## src/rtl/ecd_pkg.sv

```systemverilog
// Shared types and helper constants for the rotation-group rearrange controller.
// Module-local sizes come from the helper functions; HALF_N/MOD_MASK describe the default ring.
package ecd_pkg;

  typedef enum logic [1:0] {StIdle, StRun, StDone} ecd_state_e;

  localparam int unsigned DEF_POLY_POWER = 8192;

  function automatic int unsigned half_n(input int unsigned n);
    return n / 2;
  endfunction

  // Powers live modulo 2N, and 2N is a power of two, so the reduction is a mask.
  function automatic int unsigned mod_mask(input int unsigned n);
    return 2 * n - 1;
  endfunction

  localparam int unsigned HALF_N   = half_n(DEF_POLY_POWER);
  localparam int unsigned MOD_MASK = mod_mask(DEF_POLY_POWER);

endpackage

```

## src/rtl/ecd_pow_step.sv

```systemverilog
// Combinational power step: p_next = p * ROTATE_BASE mod 2N.
module ecd_pow_step
  import ecd_pkg::*;
#(
  parameter int unsigned POLY_POWER  = 8192,
  parameter int unsigned ROTATE_BASE = 3,
  parameter int unsigned ADDR_WIDTH  = 12
) (
  input  logic [ADDR_WIDTH+1:0] p,
  output logic [ADDR_WIDTH+1:0] p_next
);

  localparam int unsigned PowWidth = ADDR_WIDTH + 2;
  localparam logic [PowWidth-1:0] Mask = PowWidth'(mod_mask(POLY_POWER));
  localparam logic [PowWidth-1:0] Base = PowWidth'(ROTATE_BASE);

  assign p_next = (p * Base) & Mask;

endmodule

```

## src/rtl/ecd_rarg_ctrl.sv

```systemverilog
// Rearrange-pass controller: emits N/2 slot descriptors walking powers of ROTATE_BASE mod 2N.
// Optional macro ECD_RARG_STALL_CNT_EN adds a 32-bit stall_cnt output.
module ecd_rarg_ctrl
  import ecd_pkg::*;
#(
  parameter int unsigned POLY_POWER  = 8192,
  parameter int unsigned ROTATE_BASE = 3,
  parameter int unsigned ADDR_WIDTH  = 12
) (
  input  logic                  clk,
  input  logic                  rst_n,
  input  logic                  start_vld,
  output logic                  start_rdy,
  input  logic                  abort,
  output logic                  slot_vld,
  input  logic                  slot_rdy,
  output logic [ADDR_WIDTH-1:0] slot_idx,
  output logic [ADDR_WIDTH-1:0] slot_addr,
  output logic                  slot_im,
  output logic                  busy,
  output logic                  done
`ifdef ECD_RARG_STALL_CNT_EN
  ,
  output logic [31:0]           stall_cnt
`endif
);

  localparam int unsigned PowWidth = ADDR_WIDTH + 2;
  localparam int unsigned HalfN    = half_n(POLY_POWER);
  localparam logic [ADDR_WIDTH-1:0] LastIdx = ADDR_WIDTH'(HalfN - 1);
  localparam logic [PowWidth-1:0]   HalfNP  = PowWidth'(HalfN);
  localparam logic [PowWidth-1:0]   TopAddr = PowWidth'(POLY_POWER - 1);

  ecd_state_e            state_q;
  logic [ADDR_WIDTH-1:0] k_q;
  logic [PowWidth-1:0]   p_q;
  logic [PowWidth-1:0]   p_step;
  logic [PowWidth-1:0]   t_step;
  logic [ADDR_WIDTH-1:0] addr_step;
  logic                  im_step;
  logic                  start_acc;
  logic                  slot_acc;
  logic                  slot_vld_q;
  logic [ADDR_WIDTH-1:0] slot_addr_q;
  logic                  slot_im_q;
  logic                  busy_q;
  logic                  done_q;
  logic                  start_rdy_q;

  ecd_pow_step #(
    .POLY_POWER (POLY_POWER),
    .ROTATE_BASE(ROTATE_BASE),
    .ADDR_WIDTH (ADDR_WIDTH)
  ) u_pow_step (
    .p     (p_q),
    .p_next(p_step)
  );

  // Descriptor for the next power; slots in the upper half map mirrored onto the conjugate half.
  always_comb begin
    t_step    = (p_step - PowWidth'(1)) >> 1;
    im_step   = t_step < HalfNP;
    addr_step = ADDR_WIDTH'(im_step ? t_step : TopAddr - t_step);
  end

  assign start_acc = start_vld & start_rdy_q;
  assign slot_acc  = slot_vld_q & slot_rdy;

  always_ff @(posedge clk or negedge rst_n) begin
    if (!rst_n) begin
      state_q     <= StIdle;
      k_q         <= '0;
      p_q         <= PowWidth'(1);
      slot_vld_q  <= 1'b0;
      slot_addr_q <= '0;
      slot_im_q   <= 1'b0;
      busy_q      <= 1'b0;
      done_q      <= 1'b0;
      start_rdy_q <= 1'b1;
    end else begin
      done_q <= 1'b0;
      unique case (state_q)
        StIdle: begin
          if (start_acc) begin
            state_q     <= StRun;
            k_q         <= '0;
            p_q         <= PowWidth'(1);
            slot_vld_q  <= 1'b1;
            slot_addr_q <= '0;
            slot_im_q   <= 1'b1;
            busy_q      <= 1'b1;
            start_rdy_q <= 1'b0;
          end
        end
        StRun: begin
          if (abort) begin
            state_q     <= StIdle;
            slot_vld_q  <= 1'b0;
            busy_q      <= 1'b0;
            start_rdy_q <= 1'b1;
          end else if (slot_acc) begin
            if (k_q == LastIdx) begin
              state_q    <= StDone;
              slot_vld_q <= 1'b0;
              done_q     <= 1'b1;
            end else begin
              k_q         <= k_q + 1'b1;
              p_q         <= p_step;
              slot_addr_q <= addr_step;
              slot_im_q   <= im_step;
            end
          end
        end
        StDone: begin
          state_q     <= StIdle;
          busy_q      <= 1'b0;
          start_rdy_q <= 1'b1;
        end
        default: begin
          state_q     <= StIdle;
          slot_vld_q  <= 1'b0;
          busy_q      <= 1'b0;
          start_rdy_q <= 1'b1;
        end
      endcase
    end
  end

  assign start_rdy = start_rdy_q;
  assign slot_vld  = slot_vld_q;
  assign slot_idx  = k_q;
  assign slot_addr = slot_addr_q;
  assign slot_im   = slot_im_q;
  assign busy      = busy_q;
  assign done      = done_q;

`ifdef ECD_RARG_STALL_CNT_EN
  logic [31:0] stall_q;

  always_ff @(posedge clk or negedge rst_n) begin
    if (!rst_n) begin
      stall_q <= '0;
    end else if (start_acc) begin
      stall_q <= '0;
    end else if (state_q == StRun && slot_vld_q && !slot_rdy && stall_q != '1) begin
      stall_q <= stall_q + 1'b1;
    end
  end

  assign stall_cnt = stall_q;
`endif

endmodule

```

## config.mk

```make
export PLATFORM = sky130hd
export DESIGN_NAME = ecd_rarg_ctrl
export DESIGN_NICKNAME = d
export VERILOG_FILES = /design/src/rtl/ecd_pkg.sv /design/src/rtl/ecd_pow_step.sv /design/src/rtl/ecd_rarg_ctrl.sv
export SDC_FILE = /design/constraint.sdc
export NUM_CORES = 1
export LEC_CHECK = 0
export ABC_AREA = 1
export ABC_CLOCK_PERIOD_IN_PS = 4300
export BUFFER_PORTS_ARGS = -buffer_cell sky130_fd_sc_hd__buf_2
export CORE_ASPECT_RATIO = 0.9
export CORE_MARGIN = 1
export CORE_UTILIZATION = 50
export CTS_BUF_LIST = sky130_fd_sc_hd__clkbuf_4 sky130_fd_sc_hd__clkbuf_8
export DETAILED_ROUTE_END_ITERATION = 6
export PLACE_DENSITY_LB_ADDON = 0.15
export RECOVER_POWER = 50
export SYNTH_ARGS = -nofsm -noshare
export SYNTH_HDL_FRONTEND = slang
export SYNTH_SLANG_ARGS = --single-unit
```

## constraint.sdc

```tcl
create_clock -name clk -period 4.3 [get_ports clk]
set_input_delay 0 -clock clk [delete_from_list [all_inputs] [get_ports clk]]
set_output_delay 0 -clock clk [all_outputs]
set_load 0.005 [all_outputs]
```

# [After elaboration in Yosys (flattened, before gate mapping)]
# Cells that the tools add are included.
[classes] add_sub_neg=3 mul=1 order_cmp=1 n_eq_ne=10 n_mux=38 n_bitwise=3 reduce_logical=6
[op_table] cell="$mux 12" n=8
[op_table] cell="$mux 14" n=4
[op_table] cell="$pmux 12 s2" n=2
[op_table] cell="$pmux 14 s2" n=1
[op_table] cell="$mul 14x2->14 const B" n=1
[op_table] cell="$mux 1" n=14
[op_table] cell="$sub 14x1->14 const B" n=1
[op_table] cell="$lt 13x13->1 const B" n=1
[op_table] cell="$add 12x1->12 const B" n=1
[op_table] cell="$eq 12x12->1 const B" n=1
[op_table] cell="$sub 12x12->12 const A" n=1
[op_table] cell="$ne 2x2->1 const B" n=5
[op_table] cell="$mux 2" n=4
[op_table] cell="$ne 3x3->1 const B" n=2
[op_table] cell="$pmux 1 s2" n=3
[op_table] cell="$reduce_and 5->1" n=1
[op_table] cell="$pmux 2 s2" n=1
[op_table] cell="$reduce_and 4->1" n=1
[op_table] cell="$pmux 1 s3" n=1
[op_table] cell="$reduce_and 3->1" n=1
[op_table] cell="$and 1x1->1" n=2
[op_table] cell="$eq 2x1->1 const B" n=1
[op_table] cell="$eq 2x2->1 const B" n=1
[op_table] cell="$logic_not 2->1" n=1
[op_table] cell="other kinds (3)" n=3
[word_totals] ff_bits=45 in_bits=5 output_inout_bits=29 word_cells=71

# [Longest topological paths before layout]
# Gate-level depths: netlist of the first run.
[depth] word_depth=8 depth_mapped=18 ltp_nobuf=17

# [Hierarchy]
# Synthesis of the first run repeated with hierarchy kept, for this count alone.
[unflattened] cells_unflattened=499 area_unflattened_um2=3290.7
[by_module_without_submodules] module="ecd_rarg_ctrl" n_inst=1 cells_per_inst=363 area_each_um2=2572.5 seq_area_each_um2=1128.6
[by_module_without_submodules] module="ecd_pow_step" n_inst=1 cells_per_inst=136 area_each_um2=718.2 seq_area_each_um2=0.0

# [Least setup slack after synthesis of the first run]
# OpenSTA, ideal clock, no wires.
[synth_timing] path_kind="reg2reg" start="reg p_q[0]" end="reg slot_addr_q[9] (netlist: slot_addr[9])" setup_ps=117 arrival_ps=2476 t_required_ps=4183 path_slack_ps=1706 path_stages_with_launch=16 path_buffers=1 synth_period_minus_slack_ps=2594 cell_sequence="dfstp_2 -> ha_1 -> fa_1 -> nor2_1 -> nand2_1 -> nor2_4 -> nand3_1 -> nor2_4 -> nand3_4 -> nor2_8 -> nand3_4 -> nand2_2 -> buf_6 -> nand3b_1 -> nand3_1 -> nand2_1"
[synth_between] elab_chain_cells=8 word_cells_on_any_way=9 cone_classes="add/sub (2); mul (1); order compare (1); mux (5)"
[synth_rtl] item="start, declared" line_no="ecd_rarg_ctrl.sv:36" source="logic [PowWidth-1:0] p_q;"
[synth_rtl] item="start signal, assigned" line_no="ecd_rarg_ctrl.sv:73" source="p_q <= PowWidth'(1);"
[synth_rtl] item="start signal, assigned" line_no="ecd_rarg_ctrl.sv:87" source="p_q <= PowWidth'(1);"
[synth_rtl] item="start signal, assigned" line_no="ecd_rarg_ctrl.sv:108" source="p_q <= p_step;"
[synth_rtl] item="$mul 14x2->14 *" line_no="ecd_pow_step.sv:17" source="assign p_next = (p * Base) & Mask;"
[synth_rtl] item="$sub 14x1->14 *" line_no="ecd_rarg_ctrl.sv:61" source="t_step = (p_step - PowWidth'(1)) >> 1;"
[synth_rtl] item="$sub 12x12->12 or $lt 13x13->1 (tied branches)" line_no="ecd_rarg_ctrl.sv:63, ecd_rarg_ctrl.sv:62"
[synth_rtl] item="$mux 12 *" line_no="ecd_rarg_ctrl.sv:63" source="addr_step = ADDR_WIDTH'(im_step ? t_step : TopAddr - t_step);"
[synth_rtl] item="$mux 12 *" line_no="ecd_rarg_ctrl.sv:102" source="if (k_q == LastIdx) begin"
[synth_rtl] item="$mux 12 *" line_no="ecd_rarg_ctrl.sv:101" source="end else if (slot_acc) begin"
[synth_rtl] item="$mux 12 *" line_no="ecd_rarg_ctrl.sv:96" source="if (abort) begin"
[synth_rtl] item="$pmux 12 s2 *" line_no="ecd_rarg_ctrl.sv:82" source="unique case (state_q)"
[synth_rtl] item="end signal, assigned" line_no="ecd_rarg_ctrl.sv:109" source="slot_addr_q <= addr_step;"
[synth_rtl] item="end, declared" line_no="ecd_rarg_ctrl.sv:44" source="logic [ADDR_WIDTH-1:0] slot_addr_q;"
# Mark *: on every way between the ends. The rest lies on a longest branch, timed or not. The select of a mux whose other input is x is not followed.
# A chain may end at the register's enable or synchronous reset.

# [Worst setup path in the final report of the first run]
[layout_timing] start="reg k_q[0] (netlist: slot_idx[0])" end="reg k_q[10] (netlist: slot_idx[10])"
[layout_between] elab_chain_cells=5 word_cells_on_any_way=8 cone_classes="add/sub (1); eq/ne (2); mux (4); reduce/logical (1)"
[layout_rtl] item="start, declared" line_no="ecd_rarg_ctrl.sv:35" source="logic [ADDR_WIDTH-1:0] k_q;"
[layout_rtl] item="start signal, assigned" line_no="ecd_rarg_ctrl.sv:107" source="k_q <= k_q + 1'b1;"
[layout_rtl] item="$add 12x1->12" line_no="ecd_rarg_ctrl.sv:107"
[layout_rtl] item="$mux 12" line_no="ecd_rarg_ctrl.sv:102"
[layout_rtl] item="$mux 12" line_no="ecd_rarg_ctrl.sv:101"
[layout_rtl] item="$mux 12" line_no="ecd_rarg_ctrl.sv:96"
[layout_rtl] item="$pmux 12 s2" line_no="ecd_rarg_ctrl.sv:82"
# Parallel ways exist; a longest one is shown, timed or not. The select of a mux whose other input is x is not followed.

==> key figures, run 1 <==
Die
  • Die Y: 79.5 microns
  • DIE WIDTH: 88.1 microns
  • Core Footprint: 0.00628 sq mm
  • Initial Util: 53.1%
  • Total number of placement rows: 27
  • DIE AREA: 0.00701 sq mm
  • Ports: 34

Clock network
  • Clock tree from TritonCTS: built
  • Clock latency on the worst-skew pair: 0.31 ns
  • H-Tree Level Count: 2
  • Clock sink count: 45
  • Clock transition at the registers of the reported paths: 0.09 ns
  • Setup bufs post-CTS: 0
  • Root buffer cell: sky130_fd_sc_hd__clkbuf_8
  • Clock buffers created by TritonCTS: 5
  • Buffer levels on the longest clock path: 2

Worst setup path
  • Worst path max stage delay: 0.43 ns
  • Startpoint type of the worst setup path: flop
  • Kind of end point of the critical path: flop
  • Highest-delay cell along the critical path: sky130_fd_sc_hd__dfrtp_1
  • Top delay family on crit path: simple AND/OR/NAND/NOR gates
  • Arrival time reported for the critical path endpoint: 3.17 ns
  • Worst Path Max Fanout: 29
  • Crit Path Class: reg2reg
  • Required time at the worst-slack endpoint: 4.54 ns
  • Buffers & Inverters on Critical Path: 2
  • Ordered list of cells on the worst path: ha_1 -> nand2_1 -> inv_1 -> nand2_1 -> nor2_1 -> nand4_1 -> nand4_2 -> nand2_2 -> inv_1 -> nor2_1 -> nand4_1 -> a21oi_1

Placement
  • Number of port buffers: 33
  • DP Cell Count: 580
  • RD Place Congestion: 0.863
  • Post-DP HPWL: 5730 microns

Timing
  • Shortest period the worst path allows: 2.94 ns
  • Remaining max-slew budget at the tightest pin: -58.2%
  • Slew @ Worst Pin: 2.37 ns
  • Worst hold slack: 0.0329 ns
  • RSZ-0062 raised after global routing: false
  • Highest attainable clock frequency: 0.340 GHz
  • Total Neg Setup Slack: 0 ns
  • Final worst-path cycle share: 68.3%
  • Number of hold violations in the final report: 0
  • Number of setup violations in the final report: 0
  • Worst Clk Skew: 0.0129 ns
  • Final Slew Violations: 46

Drt
  • Via/cell ratio: 5.19
  • Routed wire length on met3: 261 microns
  • Routed wire length: 7530 microns
  • Post-Route M1 WL: 3760 microns
  • Drt wl/cell: 12.8 microns
  • Wire length on met2: 3430 microns
  • Number of nets with antenna violations after routing: 0
  • Via count: 3063
  • Iteration-0 DRC count of the detailed router: 140
  • DRC Markers: 0
  • Number of detailed-route iterations in the first pass: 5
  • Top routing layer used: met4

Power
  • Final Total Pwr: 0.00137 W
  • PD cells: 378 mW/mm^2
  • Maximum vdd drop: 0.000349 V
  • Internal Dissipation: 0.000787 W
  • Switching share of total power: 42.7%
  • Sequential power share: 39.3%
  • Switching component of the power: 0.000586 W
  • Part of the power in the clock network: 21.9%
  • Comb pwr share: 38.8%
  • Static power due to leakage: 1.96 nW

Synthesis
  • Average size of a mapped cell: 7.09 sq um
  • Main flop type after synthesis: sky130_fd_sc_hd__dfrtp_1
  • Count of distinct cell types in the synthesized netlist: 38
  • Sequential cell area fraction in the yosys report: 33.8%
  • EDFF count, synth: 0
  • Cell Area, Synth: 0.00334 sq mm
  • Synth Instances: 471
  • Yosys warnings: 0
  • #FFs+latches synth: 45
  • Number of nets in the synthesized netlist: 491
  • Ys async rst share: 100%

GRT
  • Combined global-route utilization of all metal layers: 24.3%
  • Pin count of the biggest net entering global routing: 46
  • Global-route wire length before repair: 13200 microns
  • Initial antenna violation count: 0
  • Total overflow reported by the global router: 0
  • Number of global-route vias before repair: 2839

Cells and area
  • Final cell count without fillers: 590
  • Layout-stage area growth over the synthesis result: 8.73%
  • Antenna diode count: 0
  • Most common cell after layout, fill and taps aside: sky130_fd_sc_hd__nand2_1
  • Share of final-layout standard cells stronger than drive strength 1: 14.9%
  • Most frequent cells in the layout: sky130_fd_sc_hd__nand2_1 (145), sky130_fd_sc_hd__nand3_1 (61), sky130_fd_sc_hd__inv_1 (50)
  • Final Net Count: 522
  • Post-Route Utilization: 57.8%

Run status
  • Violations in the final reports: max-capacitance violations, max-slew violations
  • Outcome: finished with violations

Job
  • Max-Cap Viols: 1

Worst hold path
  • Type of the most critical hold path: in2reg
cell usage after synthesis (all sizes together), types with 2 or more instances:
cell    instances  area share (%)
ha             14             5.2
nor2           37             5.8
a21oi          17             3.0
o21ai          21             3.1
buf             9             2.2
dfrtp          43              32
xor2            6             1.6
nand3          68              12
nand2         159              19
xnor2           2            0.75
inv            63             7.1
o31ai           2            0.45
clkbuf          2            0.22
nand3b          9             2.0
or2             2            0.37
nor3            2            0.30
dfstp           2             1.6
nand4           8             1.7
layout make-up:
| type | count | area, sq um |
|---|---|---|
| Fill cell | 629 | 2650 |
| Clock buffer | 7 | 96.3 |
| Timing Repair Buffer | 35 | 164 |
| Inverter | 63 | 236 |
| Sequential cell | 45 | 1130 |
| Multi-Input combinational cell | 352 | 1890 |
| Clock inverter | 1 | 5.00 |
| Tap cell | 87 | 109 |
what timing repair did:
item / CTS / global route
endpoints found under the setup margin: 0 / 0
hold buffers: 2 / 0
resized for setup: 0 / 0
endpoints found under the hold margin: 44 / 0
worst min-delay path, delay by kind of cell:
| family | cells | cell delay (ns) |
|---|---|---|
| buf+inv | 2 | 0.12 |
| simple gates | 2 | 0.18 |
through the flow:
stage | area (sq um) | worst slack (ns)
5_1_grt | 3630 | 1.03
2_1_floorplan | 3340 | 1.71
3_3_place_gp | 3530 | 1.45
4_1_cts | 3650 | 1.37
3_5_place_dp | 3530 | 1.39
6_report | 3630 | 1.36
sequential cells by signal, indices dropped and copies added, names as in the netlist:
| register | cells |
|---|---|
| p_q | 14 |
| slot_addr | 12 |
| slot_idx | 12 |
| state_q | 2 |
| busy | 1 |
| done | 1 |
| slot_im | 1 |
| slot_vld | 1 |
| start_rdy | 1 |
final timing paths:
path	start	to	slack, ns	cells past startpoint
max in group asynchronous	rst_n	slot_idx[1]	2.00	2
min in group asynchronous	rst_n	p_q[13]	0.93	2
setup reg to reg	slot_idx[0]	slot_idx[10]	1.36	12
hold / removal	abort	state_q[1]	0.03	4
setup / recovery	slot_idx[0]	slot_idx[10]	1.36	12
hold reg to reg	slot_addr[7]	slot_addr[7]	0.48	2
per-layer routing:
metal	up-vias	global-route usage (%)
met5	-	0
met4	0	6.77
met3	6	3.72
met2	70	39.2
met1	1409	33.9
li1	1578	-
cells by family after synthesis:
kind of cell               count (synthesis)  share of synthesized area, %
AOI/OAI and AO/OA                         43                          7.35
xor gates and xnor gates                   8                          2.32
adders and majority gates                 15                          5.85
buffers and inverters                     74                          9.56
DFF                                       45                          33.8
and+or+nand+nor                          286                          41.1
power by group through the flow:
| stage | Clock (W) | Combinational [W] | Sequential [W] |
|---|---|---|---|
| global route | 0.000312 | 0.000610 | 0.000549 |
| detailed placement | 0 | 0.000535 | 0.000546 |
| finish | 0.000301 | 0.000533 | 0.000539 |
| global placement | 0 | 0.000529 | 0.000543 |
| CTS | 0.000303 | 0.000539 | 0.000538 |
| floorplan | 0 | 0.000417 | 0.000538 |
Power figures use the tool's default switching activity.
==> inputs of run 2 (changes only) <==
--- a/config.mk
+++ b/config.mk
@@ -6,7 +6,7 @@
 export NUM_CORES = 1
 export LEC_CHECK = 0
 export ABC_AREA = 1
-export ABC_CLOCK_PERIOD_IN_PS = 4300
+export ABC_CLOCK_PERIOD_IN_PS = 2800
 export BUFFER_PORTS_ARGS = -buffer_cell sky130_fd_sc_hd__buf_2
 export CORE_ASPECT_RATIO = 0.9
 export CORE_MARGIN = 1
==> constraint.sdc (replaced) <==
create_clock -name clk -period 2.8 [get_ports clk]
set_input_delay 0 -clock clk [delete_from_list [all_inputs] [get_ports clk]]
set_output_delay 0 -clock clk [all_outputs]
set_load 0.005 [all_outputs]
==> key figures, run 2 (synthesized netlist as in run 1, its figures left out) <==
Die
  • Core Footprint: 0.00628 sq mm
  • DIE WIDTH: 88.1 microns
  • DIE AREA: 0.00701 sq mm
  • Ports: 34
  • Total number of placement rows: 27
  • Initial Util: 53.1%
  • Die Y: 79.5 microns

Worst setup path
  • Required time at the worst-slack endpoint: 3.00 ns
  • Highest-delay cell along the critical path: sky130_fd_sc_hd__dfstp_2
  • Worst path max stage delay: 0.55 ns
  • Kind of end point of the critical path: flop
  • Ordered list of cells on the worst path: ha_2 -> fa_1 -> nor2_2 -> nand2_1 -> nor2_4 -> nand3_2 -> nor2_4 -> nand3_4 -> nor2_8 -> nand3_4 -> nand2_4 -> nand3_1 -> nand3_1 -> nand2_1
  • Crit Path Class: reg2reg
  • Top delay family on crit path: simple AND/OR/NAND/NOR gates
  • Worst Path Max Fanout: 6
  • Arrival time reported for the critical path endpoint: 2.87 ns
  • Register-to-register setup slack: 0.13 ns
  • Critical R2R Launch: p_q[0]
  • Register-to-Register Path Depth: 14
  • FF-to-FF End: slot_addr[3]
  • Startpoint type of the worst setup path: flop
  • Buffers & Inverters on Critical Path: 0

Placement
  • Post-DP HPWL: 5640 microns
  • Worst slack at placement: 0.0502 ns
  • Number of port buffers: 33
  • RD Place Congestion: 0.880
  • DP Cell Count: 585
  • Placed cell areas: 0.00357 sq mm

Timing
  • Worst hold slack: 0.0416 ns
  • Shortest period the worst path allows: 2.67 ns
  • Post-route worst setup slack: 0.130 ns
  • Highest attainable clock frequency: 0.375 GHz
  • Number of setup violations in the final report: 0
  • Remaining max-slew budget at the tightest pin: 24.6%
  • Final worst-path cycle share: 95.4%
  • Number of hold violations in the final report: 0
  • Final Slew Violations: 0
  • Slew @ Worst Pin: 1.13 ns
  • Worst Clk Skew: 0.0130 ns

Run status
  • Outcome: completed

Clock network
  • Buffer levels on the longest clock path: 2
  • Clock sink count: 45
  • H-Tree Level Count: 2
  • Clock latency on the worst-skew pair: 0.31 ns
  • Clock transition at the registers of the reported paths: 0.09 ns
  • Clock tree from TritonCTS: built
  • Root buffer cell: sky130_fd_sc_hd__clkbuf_8
  • Clock buffers created by TritonCTS: 5

GRT
  • Pin count of the biggest net entering global routing: 46
  • Global-route wire length before repair: 12900 microns
  • Total overflow reported by the global router: 0
  • Number of global-route vias before repair: 2884
  • Initial antenna violation count: 0
  • Combined global-route utilization of all metal layers: 23.6%

Power
  • Maximum vdd drop: 0.000446 V
  • Switching component of the power: 0.000920 W
  • Static power due to leakage: 2.02 nW
  • Part of the power in the clock network: 22.8%
  • Sequential power share: 36.4%
  • Internal Dissipation: 0.00131 W
  • PD cells: 583 mW/mm^2
  • Switching share of total power: 41.2%
  • Comb pwr share: 40.8%

Cells and area
  • Antenna diode count: 0
  • Final Net Count: 533
  • Number of flip-flops under the largest register name: 14
  • Most common cell after layout, fill and taps aside: sky130_fd_sc_hd__nand2_1
  • Most frequent cells in the layout: sky130_fd_sc_hd__nand2_1 (145), sky130_fd_sc_hd__nand3_1 (58), sky130_fd_sc_hd__inv_1 (50)
  • Post-layout instance area: 0.00383 sq mm
  • Layout-stage area growth over the synthesis result: 14.7%
  • Register name with the most flops: p_q
  • Share of final-layout standard cells stronger than drive strength 1: 17.9%
  • Final cell count without fillers: 601

Worst hold path
  • Min-Delay Path Depth: 4
  • Terminating pin of the worst hold path: state_q[1]
  • Startpoint of the lowest-slack hold path: abort
  • Type of the most critical hold path: in2reg

Drt
  • Via/cell ratio: 5.13
  • Via count: 3085
  • Number of nets with antenna violations after routing: 0
  • Iteration-0 DRC count of the detailed router: 128
  • Number of detailed-route iterations in the first pass: 4
  • DRC Markers: 0
  • Drt wl/cell: 12.7 microns
  • Routed wire length: 7610 microns

Job
  • Max-Cap Viols: 0
## run 2: changes by cell type in the layout (fill, tap and decap cells not counted), sizes merged
cell,delta
clkbuf,+1
nand2,+2
bufinv,+1
buf,+7
## run 2: worst register-to-register path, delay by kind of cell (launching register included)
| family | cells | cell delay [ns] |
|---|---|---|
| adders and majority gates | 2 | 0.62 |
| and+or+nand+nor | 12 | 1.38 |
| DFF | 1 | 0.55 |
## run 2: how the worst max path moves through the flow
stage / from / end / slack [ns] / cells past startpoint
global route: p_q[0] / slot_addr[3] / -0.04 / 14
CTS: p_q[0] / slot_addr[3] / 0.06 / 14
floorplan: p_q[0] / slot_addr[9] / 0.21 / 15
finish: p_q[0] / slot_addr[3] / 0.13 / 14
detailed placement: p_q[0] / slot_addr[3] / 0.05 / 14
global placement: p_q[0] / slot_addr[7] / 0.15 / 14
## run 2: per-layer routing
| layer | vias to the layer above | routed length [microns] | global-route usage, % |
|---|---|---|---|
| met1 | 1407 | 3780 | 32.2 |
| met5 | - | 0 | 0 |
| met2 | 58 | 3440 | 38.3 |
| met3 | 13 | 260 | 3.83 |
| li1 | 1607 | - | - |
| met4 | 0 | 125 | 7.26 |
## run 2: power by group through the flow
stage          Combinational, W  Sequential (W)  Clock [W]
2_1_floorplan          0.000640        0.000826          0
3_3_place_gp           0.000883        0.000826          0
3_5_place_dp           0.000892        0.000828          0
4_1_cts                0.000898        0.000816   0.000513
5_1_grt                 0.00104        0.000828   0.000534
6_report               0.000910        0.000814   0.000508
## run 2: metrics by stage
| step | utilization, % | setup TNS, ns | total power, W |
|---|---|---|---|
| after floorplan | - | 0 | 0.00147 |
| after detailed placement | 56.8 | 0 | 0.00172 |
| after global routing | 61.0 | -0.337 | 0.00240 |
| after CTS | 58.9 | 0 | 0.00223 |
| after global placement | 56.8 | 0 | 0.00171 |
| final | 61.0 | 0 | 0.00223 |
## run 2: what timing repair did
action,CTS,global route
gates resized for setup,0,17
setup endpoints to repair,0,13
setup buffers,0,4
hold buffers,2,0
hold endpoints to repair,44,0
## run 2: final cells by class
type	instances	area, sq um
well taps	87	109
repair buffers	44	230
inverters	63	236
multi-input cells	354	2010
fillers	602	2450
clock buffers	6	76.3
flip-flops and latches	45	1130
clock inverters	2	35.0
==> inputs of run 3 (changes only) <==
--- a/config.mk
+++ b/config.mk
@@ -8,9 +8,11 @@
 export ABC_AREA = 1
 export ABC_CLOCK_PERIOD_IN_PS = 2800
 export BUFFER_PORTS_ARGS = -buffer_cell sky130_fd_sc_hd__buf_2
+export CELL_PAD_IN_SITES_DETAIL_PLACEMENT = 1
+export CELL_PAD_IN_SITES_GLOBAL_PLACEMENT = 2
 export CORE_ASPECT_RATIO = 0.9
 export CORE_MARGIN = 1
-export CORE_UTILIZATION = 50
+export CORE_UTILIZATION = 35
 export CTS_BUF_LIST = sky130_fd_sc_hd__clkbuf_4 sky130_fd_sc_hd__clkbuf_8
 export DETAILED_ROUTE_END_ITERATION = 6
 export PLACE_DENSITY_LB_ADDON = 0.15
==> key figures, run 3 (synthesized netlist as in run 1, its figures left out) <==
Timing
  • Slew @ Worst Pin: 1.21 ns
  • Number of hold violations in the final report: 0
  • Post-route worst setup slack: 0.0231 ns
  • Final Slew Violations: 0
  • Number of setup violations in the final report: 0
  • Shortest period the worst path allows: 2.78 ns
  • Highest attainable clock frequency: 0.360 GHz
  • Final worst-path cycle share: 99.2%
  • Total Neg Setup Slack: 0 ns
  • Worst Clk Skew: 0.00605 ns
  • Remaining max-slew budget at the tightest pin: 19.6%
  • Worst hold slack: 0.0646 ns

Cells and area
  • Most frequent cells in the layout: sky130_fd_sc_hd__nand2_1 (144), sky130_fd_sc_hd__nand3_1 (57), sky130_fd_sc_hd__inv_1 (50)
  • Number of flip-flops under the largest register name: 14
  • Most common cell after layout, fill and taps aside: sky130_fd_sc_hd__nand2_1
  • Layout fillers: 1203
  • Layout-stage area growth over the synthesis result: 18.8%
  • Final Net Count: 541
  • Post-layout instance area: 0.00397 sq mm
  • Antenna diode count: 0
  • Share of final-layout standard cells stronger than drive strength 1: 19.7%
  • Register name with the most flops: p_q

Die
  • Die Y: 94.7 microns
  • Core Footprint: 0.00917 sq mm
  • Total number of placement rows: 33
  • Ports: 34
  • DIE WIDTH: 105 microns
  • Initial Util: 36.4%
  • DIE AREA: 0.00993 sq mm

Run status
  • Outcome: completed

Worst setup path
  • Startpoint type of the worst setup path: flop
  • Worst Path Max Fanout: 8
  • Required time at the worst-slack endpoint: 3.04 ns
  • Crit Path Class: reg2reg
  • Kind of end point of the critical path: flop
  • Arrival time reported for the critical path endpoint: 3.02 ns

GRT
  • Initial antenna violation count: 0
  • Combined global-route utilization of all metal layers: 20.5%
  • Number of global-route vias before repair: 3235
  • Total overflow reported by the global router: 0
  • Pin count of the biggest net entering global routing: 46
  • Global-route wire length before repair: 16200 microns

Clock network
  • Buffer levels on the longest clock path: 2
  • Clock buffers created by TritonCTS: 5
  • Clock tree from TritonCTS: built
  • Clock latency on the worst-skew pair: 0.30 ns
  • H-Tree Level Count: 2
  • Root buffer cell: sky130_fd_sc_hd__clkbuf_8
  • Clock transition at the registers of the reported paths: 0.09 ns
  • Clock sink count: 45

Worst hold path
  • Type of the most critical hold path: in2reg

Placement
  • Worst slack at placement: 0.00643 ns
  • Number of port buffers: 33
  • Post-DP HPWL: 7310 microns
  • Placed cell areas: 0.00366 sq mm
  • RD Place Congestion: 0.846

Drt
  • Routed wire length: 10200 microns
  • Drt wl/cell: 15.8 microns
  • Iteration-0 DRC count of the detailed router: 90
  • Via/cell ratio: 5.00
  • DRC Markers: 0
  • Via count: 3218
  • Number of nets with antenna violations after routing: 0
  • Number of detailed-route iterations in the first pass: 4

Power
  • Static power due to leakage: 2.05 nW
  • PD cells: 593 mW/mm^2
  • Maximum vdd drop: 0.000428 V

Job
  • Max-Cap Viols: 0
run 3: path summary, 6_finish.rpt:
kind | startpoint | end | slack (ns) | cells after the start
min | abort | done | 0.06 | 4
max | p_q[1] | slot_addr[6] | 0.02 | 13
max in group asynchronous | rst_n | p_q[2] | 1.60 | 2
min in group asynchronous | rst_n | p_q[12] | 0.48 | 2
max reg2reg | p_q[1] | slot_addr[6] | 0.02 | 13
min reg2reg | busy | busy | 0.48 | 2
run 3: per-layer routing:
metal	up-vias	track usage, %	share of wire [%]
met5	-	0	0
met4	0	3.40	1.2
met3	11	2.48	2.2
met2	42	34.2	48
met1	1550	28.9	49
li1	1615	-	-
run 3: through the flow:
| stage | std cells | util, % | power (W) |
|---|---|---|---|
| 3_5_place_dp | 627 | 40.0 | 0.00179 |
| 3_3_place_gp | 627 | 40.0 | 0.00177 |
| 4_1_cts | 637 | 41.5 | 0.00232 |
| 2_1_floorplan | 471 | - | 0.00147 |
| 6_report | 644 | 43.3 | 0.00235 |
| 5_1_grt | 644 | 43.3 | 0.00252 |
run 3: report_power, final:
group | internal (W) | total, W | switching, W
sequential | 0.000740 | 0.000825 | 0.0000852
clock | 0.000275 | 0.000511 | 0.000236
combinational | 0.000332 | 0.00101 | 0.000683
total | 0.00135 | 0.00235 | 0.00100
run 3: worst max-delay path, stage by stage, from the launching register on:
cell and delay, ns:
sky130_fd_sc_hd__dfrtp_1 0.43, sky130_fd_sc_hd__ha_4 0.19, sky130_fd_sc_hd__fa_2 0.46, sky130_fd_sc_hd__nand2_2 0.11
sky130_fd_sc_hd__nand2_2 0.07, sky130_fd_sc_hd__nand3_1 0.15, sky130_fd_sc_hd__nand2_2 0.11, sky130_fd_sc_hd__a21oi_4 0.16
sky130_fd_sc_hd__xor2_1 0.46, sky130_fd_sc_hd__nand3_4 0.15, sky130_fd_sc_hd__buf_4 0.19, sky130_fd_sc_hd__nand3_1 0.08
sky130_fd_sc_hd__nand3_1 0.09, sky130_fd_sc_hd__nand2_1 0.07
run 3: what timing repair did:
action                                  in CTS  in global routing
resized for setup                            1                 21
setup buffers                                0                  5
pin swaps                                    0                  8
hold buffers                                 2                  0
hold endpoints to repair                    44                  0
cloned                                       0                  2
endpoints found under the setup margin       3                 13
run 3: cell type report:
type / count / area [sq um] / area share (%)
multi-input cells: 354 / 2030 / 51.3
flip-flops and latches: 45 / 1130 / 28.5
repair buffers: 52 / 303 / 7.63
inverters: 63 / 236 / 5.96
well taps: 122 / 153 / 3.85
clock buffers: 6 / 76.3 / 1.92
clock inverters: 2 / 35.0 / 0.883
